===== src/rtl/arvi_bus_pkg.sv =====
// ---------------------------------------------------------------------------
// arvi_bus_pkg
// Shared definitions for the ARVI bus arbiter:
//   - arb_state_e    : arbiter FSM state encoding (IDLE / GRANT)
//   - ARVI_IDX_W     : width of a master index (up to 8 masters)
//   - ARVI_ERR_DATA  : all-ones read data returned on a watchdog timeout
//   - onehot_to_idx  : one-hot grant vector -> binary master index
// ---------------------------------------------------------------------------
package arvi_bus_pkg;

  typedef enum logic {
    ST_IDLE  = 1'b0,
    ST_GRANT = 1'b1
  } arb_state_e;

  localparam int ARVI_MAX_MASTERS = 8;
  localparam int ARVI_IDX_W       = 3;
  localparam int ARVI_MAX_DATA_W  = 1024;

  // Sliced down to DATA_W by the user.
  localparam logic [ARVI_MAX_DATA_W-1:0] ARVI_ERR_DATA = '1;

  // OR-reduction of the set bit positions; exact for a one-hot (or zero) input.
  function automatic logic [ARVI_IDX_W-1:0] onehot_to_idx(
    input logic [ARVI_MAX_MASTERS-1:0] oh
  );
    logic [ARVI_IDX_W-1:0] idx;
    idx = '0;
    for (int i = 0; i < ARVI_MAX_MASTERS; i++) begin
      if (oh[i]) idx = idx | ARVI_IDX_W'(i);
    end
    return idx;
  endfunction

endpackage


===== src/rtl/arvi_bus_arbiter_pick.sv =====
// ---------------------------------------------------------------------------
// arvi_arb_pick
// Combinational request picker. Scans the request vector starting at i_ptr
// and wrapping around; the first requester found is granted (one-hot).
// With i_ptr tied to 0 this degenerates to fixed lowest-index priority.
// Ports:
//   i_req  [N_MASTERS]  : request vector
//   i_ptr  [ARVI_IDX_W] : index where the search starts (must be < N_MASTERS)
//   o_gnt  [N_MASTERS]  : one-hot grant, all zero when nothing requests
// ---------------------------------------------------------------------------
module arvi_arb_pick
  import arvi_bus_pkg::*;
#(
  parameter int N_MASTERS = 2
) (
  input  logic [N_MASTERS-1:0]  i_req,
  input  logic [ARVI_IDX_W-1:0] i_ptr,
  output logic [N_MASTERS-1:0]  o_gnt
);

  localparam int IW = $clog2(N_MASTERS);

  logic [IW-1:0] sel;
  logic          found;

  always_comb begin
    o_gnt = '0;
    found = 1'b0;
    sel   = '0;
    for (int i = 0; i < N_MASTERS; i++) begin
      sel = IW'((int'(i_ptr) + i) % N_MASTERS);
      if (!found && i_req[sel]) begin
        o_gnt[sel] = 1'b1;
        found      = 1'b1;
      end
    end
  end

endmodule


===== src/rtl/arvi_bus_arbiter.sv =====
// ---------------------------------------------------------------------------
// arvi_bus_arbiter
// Arbitrates N_MASTERS bus masters onto a single slave port. One transaction
// is in flight at a time: IDLE picks a requester (1-cycle latency), GRANT
// passes the owner's request fields straight through to the slave until the
// slave acks, the owner aborts (drops bus_en) or the watchdog expires.
//
// Build option:
//   ARVI_ARB_ROUND_ROBIN_EN defined   : round-robin, pointer advances past the
//                                       owner on every completion
//   ARVI_ARB_ROUND_ROBIN_EN undefined : fixed priority, lowest index wins
//
// Ports:
//   i_clk, i_rstn (async, active-low)
//   i_m_bus_en/i_m_wr_en [N]       : per-master request / write strobe
//   i_m_addr/i_m_wr_data/i_m_byte_en : packed per-master fields (master k at slice k)
//   o_m_ack [N], o_m_rd_data         : per-master ack pulse, shared read data
//   o_s_*                             : request toward the slave
//   i_s_ack, i_s_rd_data              : slave response
//   o_grant [N]                       : one-hot current owner
//   o_timeout                         : one-cycle watchdog error pulse
// ---------------------------------------------------------------------------
module arvi_bus_arbiter
  import arvi_bus_pkg::*;
#(
  parameter int N_MASTERS = 2,
  parameter int DATA_W    = 32,
  parameter int ADDR_W    = 32,
  parameter int TIMEOUT   = 255
) (
  input  logic                          i_clk,
  input  logic                          i_rstn,
  input  logic [N_MASTERS-1:0]          i_m_bus_en,
  input  logic [N_MASTERS-1:0]          i_m_wr_en,
  input  logic [N_MASTERS*ADDR_W-1:0]   i_m_addr,
  input  logic [N_MASTERS*DATA_W-1:0]   i_m_wr_data,
  input  logic [N_MASTERS*DATA_W/8-1:0] i_m_byte_en,
  output logic [N_MASTERS-1:0]          o_m_ack,
  output logic [DATA_W-1:0]             o_m_rd_data,
  output logic                          o_s_bus_en,
  output logic                          o_s_wr_en,
  output logic [ADDR_W-1:0]             o_s_addr,
  output logic [DATA_W-1:0]             o_s_wr_data,
  output logic [DATA_W/8-1:0]           o_s_byte_en,
  input  logic                          i_s_ack,
  input  logic [DATA_W-1:0]             i_s_rd_data,
  output logic [N_MASTERS-1:0]          o_grant,
  output logic                          o_timeout
);

  localparam int BE_W = DATA_W / 8;
  localparam int IW   = $clog2(N_MASTERS);
  localparam int WD_W = $clog2(TIMEOUT + 1);

  arb_state_e             state_q, state_d;
  logic [N_MASTERS-1:0]   grant_q, grant_d;
  logic [WD_W-1:0]        wdog_q, wdog_d;
  logic [N_MASTERS-1:0]   pick_gnt;
  logic [ARVI_IDX_W-1:0]  ptr;
  logic [IW-1:0]          gidx;
  logic                   g_bus_en;
  logic                   complete;

  assign gidx     = IW'(onehot_to_idx(ARVI_MAX_MASTERS'(grant_q)));
  assign g_bus_en = i_m_bus_en[gidx];
  assign o_grant  = grant_q;

`ifdef ARVI_ARB_ROUND_ROBIN_EN
  logic [ARVI_IDX_W-1:0] ptr_q, ptr_d;

  assign ptr = ptr_q;

  // Advance past the owner whenever its transaction ends, however it ends.
  always_comb begin
    ptr_d = ptr_q;
    if (complete) begin
      ptr_d = (int'(gidx) == N_MASTERS - 1) ? '0 : ARVI_IDX_W'(int'(gidx) + 1);
    end
  end

  always_ff @(posedge i_clk or negedge i_rstn) begin
    if (!i_rstn) ptr_q <= '0;
    else         ptr_q <= ptr_d;
  end
`else
  assign ptr = '0;
`endif

  arvi_arb_pick #(
    .N_MASTERS (N_MASTERS)
  ) u_pick (
    .i_req (i_m_bus_en),
    .i_ptr (ptr),
    .o_gnt (pick_gnt)
  );

  always_comb begin
    state_d     = state_q;
    grant_d     = grant_q;
    wdog_d      = wdog_q;
    complete    = 1'b0;
    o_s_bus_en  = 1'b0;
    o_s_wr_en   = 1'b0;
    o_s_addr    = '0;
    o_s_wr_data = '0;
    o_s_byte_en = '0;
    o_m_ack     = '0;
    o_m_rd_data = '0;
    o_timeout   = 1'b0;

    case (state_q)
      ST_IDLE: begin
        // A slave ack seen here is stray and is dropped on purpose.
        if (|i_m_bus_en) begin
          grant_d = pick_gnt;
          wdog_d  = '0;
          state_d = ST_GRANT;
        end
      end

      ST_GRANT: begin
        o_s_bus_en  = g_bus_en;
        o_s_wr_en   = i_m_wr_en[gidx];
        o_s_addr    = i_m_addr[int'(gidx)*ADDR_W +: ADDR_W];
        o_s_wr_data = i_m_wr_data[int'(gidx)*DATA_W +: DATA_W];
        o_s_byte_en = i_m_byte_en[int'(gidx)*BE_W +: BE_W];

        if (!g_bus_en) begin
          // Owner withdrew: release silently.
          complete = 1'b1;
        end else if (i_s_ack) begin
          // Slave ack takes precedence over a watchdog expiring this cycle.
          o_m_ack     = grant_q;
          o_m_rd_data = i_s_rd_data;
          complete    = 1'b1;
        end else if (wdog_q == WD_W'(TIMEOUT - 1)) begin
          // This is the TIMEOUT-th GRANT cycle without an ack.
          o_m_ack     = grant_q;
          o_m_rd_data = ARVI_ERR_DATA[DATA_W-1:0];
          o_timeout   = 1'b1;
          complete    = 1'b1;
        end else begin
          wdog_d = wdog_q + 1'b1;
        end

        if (complete) begin
          state_d = ST_IDLE;
          grant_d = '0;
        end
      end

      default: begin
        state_d = ST_IDLE;
        grant_d = '0;
      end
    endcase
  end

  always_ff @(posedge i_clk or negedge i_rstn) begin
    if (!i_rstn) begin
      state_q <= ST_IDLE;
      grant_q <= '0;
      wdog_q  <= '0;
    end else begin
      state_q <= state_d;
      grant_q <= grant_d;
      wdog_q  <= wdog_d;
    end
  end

endmodule


===== config.mk =====
export PLATFORM = sky130hd
export DESIGN_NAME = arvi_bus_arbiter
export DESIGN_NICKNAME = d
export VERILOG_FILES = /design/src/rtl/arvi_bus_pkg.sv /design/src/rtl/arvi_bus_arbiter_pick.sv /design/src/rtl/arvi_bus_arbiter.sv
export SDC_FILE = /design/constraint.sdc
export NUM_CORES = 1
export LEC_CHECK = 0
export CAP_MARGIN = 40
export CORE_AREA = 2 2 110 112
export CTS_CLUSTER_DIAMETER = 100
export DETAILED_ROUTE_END_ITERATION = 10
export DIE_AREA = 0 0 112 114
export GPL_TIMING_DRIVEN = 0
export SETUP_SLACK_MARGIN = 0.02
export SLEW_MARGIN = 20
export SYNTH_ARGS = -nofsm -noshare
export SYNTH_HDL_FRONTEND = slang
export SYNTH_SLANG_ARGS = --single-unit

===== constraint.sdc =====
create_clock -name i_clk -period 1.45 [get_ports i_clk]
set_input_delay 0.29 -clock i_clk [delete_from_list [all_inputs] [get_ports i_clk]]
set_output_delay 0.29 -clock i_clk [all_outputs]
set_load 0.05 [all_outputs]

-- Word level (Yosys, flattened, before mapping)
Index checks and enable logic that the tools add are counted.
- register bits: 11
- bits in latches: 0
- bits in writable memories: 0
- bits in read-only memories: 0
- bits of input ports: 175
- output and inout port bits: 107
- logic and storage cells: 59
- memories kept: 0
- add/subtract/negate cells: 1
- $mul: 0
- divide/modulo/power cells: 0
- order comparisons: 1
- eq/ne operators: 6
- shift-type cells: 3
- muxes and demuxes: 39
- bitwise operators: 1
- reductions and logical operators: 5
- operator list (cell ; count):
    2-to-1 mux 32 bit ; 6
    indexed part select 64 x 7 -> 32 bit ; 2
    2-to-1 mux 8 bit ; 4
    2-to-1 mux 1 bit ; 18
    case mux 8 bit (2 select lines) ; 1
    2-to-1 mux 2 bit ; 7
    adder 8 x 1 -> 8 bit (second input constant) ; 1
    == test 8 bit (second input constant) ; 1
    indexed part select 8 x 4 -> 4 bit ; 1
    != test 2 bit (second input constant) ; 3
    2-to-1 mux 4 bit ; 1
    != test 2 x 1 -> 1 bit (second input constant) ; 2
    case mux 2 bit (2 select lines) ; 1
    AND reduction 4 bit ; 1
    < comparator 1 x 2 -> 1 bit (second input constant) ; 1
    case mux 1 bit (2 select lines) ; 1
    AND reduction 2 bit ; 1
    OR reduction 2 bit ; 1
    logical AND 1 bit ; 1
    logical NOT 1 bit ; 1
    NOT 1 bit ; 1

-- Longest topological paths before layout
- depth in word-level cells: 7
- depth in mapped cells: 7
- gate-level depth less buffers: 6

-- Cells and area by module
A second synthesis with hierarchy kept.
- cell total of the unflattened synthesis: 297
- area total of the unflattened synthesis: 2238.4 um^2
- by module, submodules not included (module ; times used ; cells each ; area each (um^2)):
    arvi_bus_arbiter ; 1 ; 294 ; 2219.6
    arvi_arb_pick ; 1 ; 3 ; 18.8

-- Worst setup path before layout
OpenSTA, ideal clock, no wires.
- path kind: reg2out
- start point: register state_q
- end point: output o_m_rd_data[22]
- data arrival time: 2.464 ns
- path slack: -1.304 ns
- cell stages (with the launch flop): 7
- path buffers: 2
- path through: dfrtp_1 -> buf_2 -> inv_2 -> nor2_1 -> o21ai_2 -> buf_2 -> a21oi_1
- cells in the longest elaborated chain, start to end: 1
- ends and longest elaborated chain (element ; RTL line ; source):
    from (decl) ; arvi_bus_arbiter.sv:55 ; arb_state_e state_q, state_d;
    from (signal assigned) ; arvi_bus_arbiter.sv:165 ; state_q <= state_d;
    2-to-1 mux 32 bit ; arvi_bus_arbiter.sv:111 ; case (state_q)
    to (decl) ; arvi_bus_arbiter.sv:39 ; output logic [DATA_W-1:0] o_m_rd_data,
Every way passes these cells.

-- Worst setup path after layout
- start point: register wdog_q[4]
- end point: output o_m_rd_data[20]
- cells in the longest elaborated chain, start to end: 5
- ends and longest elaborated chain (element ; RTL line ; source):
    from (decl) ; arvi_bus_arbiter.sv:57 ; logic [WD_W-1:0] wdog_q, wdog_d;
    from (signal assigned) ; arvi_bus_arbiter.sv:167 ; wdog_q <= wdog_d;
    == test 8 bit ; arvi_bus_arbiter.sv:136 ; end else if (wdog_q == WD_W'(TIMEOUT - 1)) begin
    2-to-1 mux 32 bit ; arvi_bus_arbiter.sv:136 ;
    2-to-1 mux 32 bit ; arvi_bus_arbiter.sv:131 ; end else if (i_s_ack) begin
    2-to-1 mux 32 bit ; arvi_bus_arbiter.sv:128 ; if (!g_bus_en) begin
    2-to-1 mux 32 bit ; arvi_bus_arbiter.sv:111 ;
Every way passes these cells.

==> results.cfg <==
[run_status]
outcome = finished with violations
violations = setup timing

[yosys]
synth_top_area_share = 0.3568
synthAdderAreaFrac = 0.01222
yosys_warnings = 0
synth_compound_area_frac = 0.1594
synth_simple_gate_area_frac = 0.2095
synth_common_cells = 73 x mux2i_1, 72 x nor2_1, 38 x inv_1, 34 x a21oi_1, 14 x buf_2
synthMuxAreaShare = 0.3568
synth_top_flop_cell = dfrtp_1
synth_enable_flop_cells = 0
synth_seq_area_share = 0.1344
avgSynthCellArea_um2 = 6.782
syn-cell-area_um2 = 2048
yosys-top-cells-area = mux2i_1 36%, dfrtp_1 13%, nor2_1 13%
synth_nets = 479
synthXorXnorAreaFrac = 0
synth_most_common_cell = mux2i_1
synth_top_cell_by_area = mux2i_1
synth_cells = 302
synth_top_family_by_area = multiplexers
synth-seq-cells = 11
synth_cell_types = 34
async_reset_ff_frac = 1.000

[worst_setup_path]
cp_max_fo = 6
r2r_end = wdog_q[4]
reg2regPathDepth = 7
r2r_start = wdog_q[0]
worstSetupEndpointType = output port
worst-r2r-setup-slack_ns = -0.49
cp.arrival_ns = 1.80
crit_type = reg -> out
cp-start-kind = flop
worstPathRequired_ns = 1.16

[final_layout]
layout-drive-gt1-share = 0.5134
fin_nets = 813
area_growth_pct = 272.0
fin_cells = 782
n_antenna_cell = 0

[detailed_routing]
drcViolationCount = 0
drt_iter0_markers = 94
postRouteAntennaNets = 0
vias = 3527
via_per_inst = 4.510
wirelength_mm = 13.54
dr.pass1.iters = 4
avgRoutedWirePerCell_um = 17.32

[floorplan]
ios = 282
rows = 40
initial_utilization = 0.1749
die-width_um = 112
core_area_um2 = 11710
dieArea_um2 = 12770
die_h_um = 114

[sta]
max_slew_margin = 0.5374
whs_ns = 0.4007
fmax_mhz = 477.8
final-hold-violation-count = 0
tns_ns = -53.06
fin_ws_ns = -0.6431
finalMaxSlewViolations = 0
skew_ns = 0.0008558
tightest_slew_ns = 0.6867
finalCriticalPeriod_ns = 2.093
setup_viol = 115
min_period_over_period = 1.444
grt_setup_unrepaired = yes

[power]
power_uw = 4747
p_leak_uw = 0.002958
ir_drop_mv = 0.3584
powerDensity_nw_per_um2 = 623.0

[grt]
grt_max_degree = 12
grt_pass1_vias = 3631
antenna_found_initial = 0
grt_pass1_wl_mm = 19.55
grt_use_total = 0.1919
grt_overflow = 0

[placed_design]
port_buffers = 281
post-dp-hpwl_mm = 10.38
globalplace.congestion = 0.8212
place_inst = 730

[clock_network]
cts.htree.levels = 1
clock-sinks = 11
root_buffer = clkbuf_16
cts_made_buffers = 3
worstSkewPairLatency_ns = 0.24
ctsLongestPathBuffers = 2
cts_tree = done
holdBufCountCts = 0
clk_pin_slew_worst_paths_ns = 0.04

[min_path]
hp-class = in -> async

[flow_run]
max-cap-violations = 0
## worst max-delay path: stages (launching register included)
cell and delay (ns):
dfrtp_1 0.47, nand4_4 0.18, nor2_4 0.20, o21ai_4 0.12, buf_12 0.16, clkbuf_16 0.16
a21oi_4 0.11, buf_6 0.17
## cell families after synthesis
kind of cell,Yosys count
AO/OA/AOI/OAI,55
adder cells (fa/ha/maj),2
AND/OR/NAND/NOR,97
flip-flops,11
buffers and inverters,64
multiplexers,73
## routing by layer
| layer | share of wire | global-route usage | vias up | wire (um) |
|---|---|---|---|---|
| met4 | 0.0091 | 0.02846 | 0 | 123 |
| li1 | - | - | 1698 | - |
| met2 | 0.55 | 0.3871 | 165 | 7502 |
| met5 | 0 | 0 | - | 0 |
| met3 | 0.075 | 0.04463 | 8 | 1019 |
| met1 | 0.36 | 0.2062 | 1656 | 4897 |
## registers in the layout, indices dropped and copies added (netlist names)
name / cells
state_q: 1
o_grant: 2
wdog_q: 8
## worst max path at each step
stage / slack (ns) / endpoint / startpoint / depth (start not counted)
2_1_floorplan: -0.46 / o_m_rd_data[22] / o_grant[1] / 5
3_3_place_gp: -1.57 / o_m_rd_data[5] / i_s_ack / 5
3_5_place_dp: -1.57 / o_m_rd_data[5] / i_s_ack / 5
4_1_cts: -0.63 / o_m_rd_data[18] / wdog_q[1] / 8
5_1_grt: -0.72 / o_m_rd_data[14] / wdog_q[4] / 7
6_report: -0.64 / o_m_rd_data[20] / wdog_q[4] / 7
## cells in the final DEF (no fill, tap or decap), drive strengths merged, types with 2 or more instances in the layout
master,n
clkdlybuf4s50,171
buf,167
nor2,73
mux2i,73
inv,39
a21oi,34
clkbuf,16
dfrtp,11
nand2,10
o21ai,8
and3,4
nor2b,3
a311o,2
o22ai,2
dlygate4sd2,2
nand3,2
a2111oi,2
ha,2
## stage by stage
stage | cell area (um2) | util | setup WS [ns]
5_1_grt | 7620 | 0.6506 | -0.7184
2_1_floorplan | 2821 | - | -0.4585
3_3_place_gp | 5818 | 0.4968 | -1.571
3_5_place_dp | 5818 | 0.4968 | -1.572
6_report | 7620 | 0.6506 | -0.6431
4_1_cts | 7306 | 0.6238 | -0.6256
## power breakdown
part | total [uW] | switching, uW | internal [uW]
combinational | 3800 | 2000 | 1800
clock | 513 | 144 | 370
sequential | 433 | 76.6 | 356
## cell type report
type | count | area (um2)
sequential | 11 | 279.0
fill | 935 | 4091
tap | 147 | 183.9
multi-input combinational | 227 | 2749
timing repair buffer | 330 | 3729
clock buffer | 4 | 78.83
inverter | 39 | 148.9
buffer | 24 | 451.7
## timing repair
item | 4_1_cts | 5_1_grt
pin swaps | 19 | 26
gates resized for setup | 921 | 50
endpoints found under the setup margin | 117 | 116
cloned | 4 | 4
buffers inserted | 30 | 16
(Power assumes the default switching activity.)
